--- src/rtl/rob_retire_unit_pkg.sv ---
// Shared core types for the in-order retirement stage: the ROB entry layout and
// the retire FSM states.
package rob_retire_unit_pkg;

  typedef struct packed {
    logic        done;
    logic        excp;
    logic        mispred;
    logic        is_store;
    logic        reg_wr;
    logic [4:0]  dst_arf;
    logic [31:0] result;
    logic [31:0] target;
  } rob_entry_t;

  typedef enum logic [0:0] {
    RUN   = 1'b0,
    FLUSH = 1'b1
  } retire_state_e;

  // x0 is hardwired to zero, and an excepting entry never updates architectural state
  function automatic logic writes_arf(input rob_entry_t e);
    return e.reg_wr && !e.excp && (e.dst_arf != 5'd0);
  endfunction

endpackage

--- src/rtl/rob_retire_unit.sv ---
// Retires the ROB head in order: commits stores, writes the ARF and raises a
// one-cycle flush with a redirect target on exceptions and mispredictions.
module rob_retire_unit
  import rob_retire_unit_pkg::*;
#(
  parameter int          ROB_ENTRIES = 16,
  parameter logic [31:0] TRAP_VEC    = 32'h0000_0100,
  localparam int         PTR_WIDTH   = $clog2(ROB_ENTRIES)
) (
  input  logic                 clk,
  input  logic                 rst_aL,
  input  logic                 rob_deq_valid,
  input  rob_entry_t           rob_deq_data,
  input  logic [PTR_WIDTH-1:0] rob_deq_addr,
  output logic                 rob_deq_ready,
  output logic                 st_commit_valid,
  input  logic                 st_commit_ready,
  output logic [PTR_WIDTH-1:0] st_commit_rob_id,
  output logic                 arf_wr_en,
  output logic [4:0]           arf_wr_addr,
  output logic [31:0]          arf_wr_data,
  output logic                 flush,
  output logic [31:0]          redirect_pc,
  output logic [31:0]          retired_count
);

  retire_state_e state_r;
  retire_state_e state_nxt_s;
  logic          head_ready_s;
  logic          st_valid_s;
  logic          retire_s;
  logic          redirect_s;
  logic          arf_wr_en_r;
  logic [4:0]    arf_wr_addr_r;
  logic [31:0]   arf_wr_data_r;
  logic          flush_r;
  logic [31:0]   redirect_pc_r;
  logic [31:0]   retired_count_r;

  // Head handshake; a store that is not excepting must wait for the store buffer
  always_comb begin
    head_ready_s = 1'b0;
    st_valid_s   = 1'b0;
    if ((state_r == RUN) && rob_deq_valid && rob_deq_data.done) begin
      head_ready_s = !rob_deq_data.is_store || rob_deq_data.excp || st_commit_ready;
      st_valid_s   = rob_deq_data.is_store && !rob_deq_data.excp;
    end else begin
      head_ready_s = 1'b0;
      st_valid_s   = 1'b0;
    end
  end

  assign retire_s   = rob_deq_valid && head_ready_s;
  assign redirect_s = retire_s && (rob_deq_data.excp || rob_deq_data.mispred);

  // Next-state logic: FLUSH lasts exactly one cycle
  always_comb begin
    state_nxt_s = state_r;
    case (state_r)
      RUN: begin
        if (redirect_s) begin
          state_nxt_s = FLUSH;
        end else begin
          state_nxt_s = RUN;
        end
      end
      FLUSH:   state_nxt_s = RUN;
      default: state_nxt_s = RUN;
    endcase
  end

  // FSM state register
  always_ff @(posedge clk) begin
    if (!rst_aL) begin
      state_r <= RUN;
    end else begin
      state_r <= state_nxt_s;
    end
  end

  // Registered retirement side effects: ARF write, flush pulse, counter
  always_ff @(posedge clk) begin
    if (!rst_aL) begin
      arf_wr_en_r     <= 1'b0;
      arf_wr_addr_r   <= 5'd0;
      arf_wr_data_r   <= 32'd0;
      flush_r         <= 1'b0;
      redirect_pc_r   <= 32'd0;
      retired_count_r <= 32'd0;
    end else begin
      arf_wr_en_r <= retire_s && writes_arf(rob_deq_data);
      if (retire_s && writes_arf(rob_deq_data)) begin
        arf_wr_addr_r <= rob_deq_data.dst_arf;
        arf_wr_data_r <= rob_deq_data.result;
      end
      flush_r <= redirect_s;
      if (redirect_s) begin
        // Exception wins over misprediction when both are flagged
        redirect_pc_r <= rob_deq_data.excp ? TRAP_VEC : rob_deq_data.target;
      end
      if (retire_s) begin
        retired_count_r <= retired_count_r + 32'd1;
      end
    end
  end

  assign rob_deq_ready    = head_ready_s;
  assign st_commit_valid  = st_valid_s;
  assign st_commit_rob_id = rob_deq_addr;
  assign arf_wr_en        = arf_wr_en_r;
  assign arf_wr_addr      = arf_wr_addr_r;
  assign arf_wr_data      = arf_wr_data_r;
  assign flush            = flush_r;
  assign redirect_pc      = redirect_pc_r;
  assign retired_count    = retired_count_r;

endmodule

--- config.mk ---
export PLATFORM = sky130hd
export DESIGN_NAME = rob_retire_unit
export DESIGN_NICKNAME = d
export VERILOG_FILES = /design/src/rtl/rob_retire_unit_pkg.sv /design/src/rtl/rob_retire_unit.sv
export SDC_FILE = /design/constraint.sdc
export NUM_CORES = 1
export LEC_CHECK = 0
export CAP_MARGIN = 5
export CORE_UTILIZATION = 44
export DETAILED_ROUTE_END_ITERATION = 7
export PLACE_DENSITY = 0.85
export SYNTH_ARGS = -nofsm -noshare
export SYNTH_HDL_FRONTEND = slang
export SYNTH_SLANG_ARGS = --single-unit
--- constraint.sdc ---
create_clock -name clk -period 4.8 [get_ports clk]
set_input_delay 0.72 -clock clk [delete_from_list [all_inputs] [get_ports clk]]
set_output_delay 0.72 -clock clk [all_outputs]
set_load 0.05 [all_outputs]
==> metrics.csv <==
stage;metric;value;unit
critical_path;Max FO, Critical Path;7;
detailed_routing;Vias per Instance;5.238;
pwr;power per cell area;276.4;mW/mm2
critical_path;CP delay by family, top;buffers and inverters;
pwr;switch share;26.03;%
sta;RSZ-0062 raised after global routing;no;
sta;skew final;0.01129;ns
detailed_routing;Detailed Route Iter0 Violations;142;
detailed_routing;wire per inst;15.11;um
synthesis;Syn. warnings;0;
synthesis;Post-synth EDFFs;0;
pwr;Net Switching;427.8;uW
critical_path;CP Launch Type;input pin;
detailed_routing;post-route ant nets;0;
pwr;Flop pwr share;53.7;%
hold_path;Hold Path Class;flip-flop to flip-flop;
critical_path;CP Class;input pin to output port;
clocking;CTS tree;done;
clocking;Post-CTS Setup Inserts;0;
synthesis;ys flop type;dfxtp_1;
critical_path;RR Startpoint;state_r;
synthesis;mapped cell area;0.003936;mm2
synthesis;Async SR Flop Fraction;0;%
sta;Max Clock Freq;0.3003;GHz
sta;Setup violations, final;0;
critical_path;Worst Path Arrival;2.61;ns
critical_path;CP bufs+invs;2;
pwr;leakage;2.066;nW
pwr;clock share of power;35.0;%
global_route;total grt overflow;0;
sta;worst rel slew slack;13.08;%
synthesis;Synth cell types;37;
clocking;Clk pin slew, worst setup/hold paths;0.10;ns
synthesis;gate count after technology mapping;428;
cells_and_area;Final #Nets;671;
floorplanning;Die X;96.59;um
critical_path;Slowest-stage cell, CP;clkdlybuf4s50_1;
synthesis;register area share after synthesis;52.89;%
detailed_routing;Vias;3672;
clocking;worst skew pair latency;0.36;ns
hold_path;hold path cells;2;
floorplanning;die area;0.009329;mm2
floorplanning;Rows;34;
clocking;hold buffers post-CTS;0;
critical_path;critical path's most frequent cell;clkdlybuf4s50_1;
critical_path;reg2reg path depth;4;
global_route;GRT Total Usage;21.98;%
outcome;status;complete, no violations;
synthesis;#FFs+latches synth;104;
pwr;combinational share of power;11.3;%
clocking;Max Root-Sink Buffers;2;
hold_path;HP Start;arf_wr_addr[4];
detailed_routing;DRC Markers;0;
critical_path;Reg-to-Reg End;arf_wr_addr[1];
critical_path;CP Cell Sequence;clkdlybuf4s50_1 > nand3b_4 > nor3b_1 > clkdlybuf4s50_1;
placement;RePlAce Congestion;0.8037;
cells_and_area;Finished Cell Area;0.005946;mm2
global_route;initial antenna violation count;0;
critical_path;Critical Path RT;4.08;ns
floorplanning;Initial Util;45.36;%
global_route;vias in the first global route;3358;
sta;period utilization;69.37;%
sta;Sum Neg Setup Slack;0;ns
cells_and_area;share of cells above drive strength 1;4.722;%
clocking;clock sinks;104;
detailed_routing;1st-pass router iterations;4;
cells_and_area;area growth from synthesis to layout;51.05;%
clocking;Num CTS Buffers;9;
pwr;Max VDD drop;193.6;uV
critical_path;CP endpoint kind;output port;
detailed_routing;final WL;10.59;mm
sta;Max Slew Vio Count;0;
placement;Area after DPL;0.005736;mm2
clocking;clk root buf;clkbuf_8;
synthesis;Syn Nets;511;
placement;hpwl dp;7.750;mm
placement;PortBufs;182;
hold_path;Endpoint, Worst Hold;arf_wr_addr[4];
critical_path;r2r setup slk;2.31;ns
floorplanning;Die Ht;96.59;um
floorplanning;CORE AREA;0.008678;mm2
clocking;Resized cells post-CTS;0;
cells_and_area;diodes inserted;0;
pwr;Int Pwr;1.216;mW
global_route;first-pass GRT wire length;15.81;mm
floorplanning;Ports;191;
global_route;largest net degree at the start of global routing;79;
clocking;H-tree depth;3;
run;# Max-Cap Violations;0;
critical_path;max incr delay on CP;0.87;ns
sta;min Tclk post-route;3.330;ns
synthesis;Synth Area per Inst;9.197;um2
sta;Final Hold Violating Endpoints;0;
sta;worst-margin pin slew;1.302;ns
==> cells by family (layout without fill, tap and decap cells) <==
kind of cell	after synthesis	count (layout)	synth area share [%]
XOR/XNOR	21	21	4.672
AO/OA/AOI/OAI	92	92	14.91
flip-flops	104	104	52.89
buffers and inverters	38	203	4.513
adder cells (fa/ha/maj)	1	1	0.3178
AND/OR/NAND/NOR	172	172	22.70
==> registers in the layout, summed over array words and instances (netlist names) <==
name           flops
arf_wr_data       32
redirect_pc       32
state_r            1
flush              1
retired_count     32
arf_wr_en          1
arf_wr_addr        5
==> worst reg2reg max path, delay by kind of cell (launching register included) <==
kind	cells	cell delay, ns
compound gates	2	1.36
simple gates	2	0.63
flops	1	0.33
==> layout by cell type, fill, tap and decap left out, types with 2 or more instances in the layout <==
master,count
inv_8,2
xnor2_1,5
a22o_1,31
o21ai_0,44
o21ai_1,3
nand4_1,14
clkbuf_8,9
and2_1,5
nand3_1,45
nor3_1,4
xor2_1,16
a21oi_1,11
or4_1,3
nor2_2,2
inv_1,3
nand2_1,49
nor2_1,26
clkinv_4,2
dfxtp_1,104
or3_1,8
clkdlybuf4s50_1,181
and3_1,6
o31ai_1,2
==> worst max-delay path by stage <==
| stage | start | end | slack, ns | cells after the start |
|---|---|---|---|---|
| after floorplan | rob_deq_data[73] | st_commit_valid | 2.05 | 2 |
| after global placement | rob_deq_data[73] | st_commit_valid | 1.53 | 4 |
| after detailed placement | rob_deq_data[73] | st_commit_valid | 1.47 | 4 |
| after CTS | rob_deq_data[73] | st_commit_valid | 1.47 | 4 |
| after global routing | rob_deq_data[73] | st_commit_valid | 1.45 | 4 |
| final | rob_deq_data[73] | st_commit_valid | 1.47 | 4 |
==> through the flow <==
step | hold slack, ns | cells | worst slack, ns | power (mW) | util [%]
after floorplan | 0.6682 | 428 | 2.052 | 0.9982 | -
after global placement | 0.4359 | 685 | 1.526 | 1.085 | 66.09
after detailed placement | 0.4478 | 685 | 1.472 | 1.089 | 66.09
after CTS | 0.4617 | 701 | 1.468 | 1.659 | 68.51
after global routing | 0.4775 | 701 | 1.451 | 1.708 | 68.51
final | 0.4582 | 701 | 1.470 | 1.643 | 68.51
==> routing by layer <==
metal | part of all wire [%] | wire (um) | track usage (%) | up-vias
li1 | - | - | - | 1823
met3 | 9.7 | 1032 | 8.372 | 14
met4 | 1.7 | 185 | 6.618 | 0
met1 | 41 | 4337 | 26.00 | 1685
met5 | 0 | 0 | 0 | -
met2 | 48 | 5034 | 36.85 | 150
==> area by class of cell <==
class | count | area (um2)
inverters | 4 | 15.01
well taps | 108 | 135.1
fillers | 709 | 2733
clock inverters | 7 | 86.33
repair buffers | 183 | 1824
clock buffers | 9 | 123.9
flip-flops and latches | 104 | 2082
multi-input cells | 286 | 1679
==> synth_stat cells (all sizes together), types with 8 or more instances <==
cell type,instances,area (um2)
xor2,16,140.1
or3,8,50.05
nand4,15,100.1
dfxtp,104,2082
nor2,28,107.6
a21oi,11,55.05
nand2,49,183.9
clkbuf,17,63.81
o21ai,47,235.2
a22o,31,271.5
nand3,46,235.2
buf,17,98.84
==> power by group through the flow <==
stage               Combinational (mW)  Sequential (mW)  Clock [mW]
global route                     0.196            0.885       0.627
detailed placement               0.186            0.903           0
global placement                 0.183            0.902           0
finish                           0.186            0.883       0.574
CTS                              0.187            0.883       0.589
floorplan                       0.0513            0.947           0
Note: power is estimated with default switching activity, not from simulation.
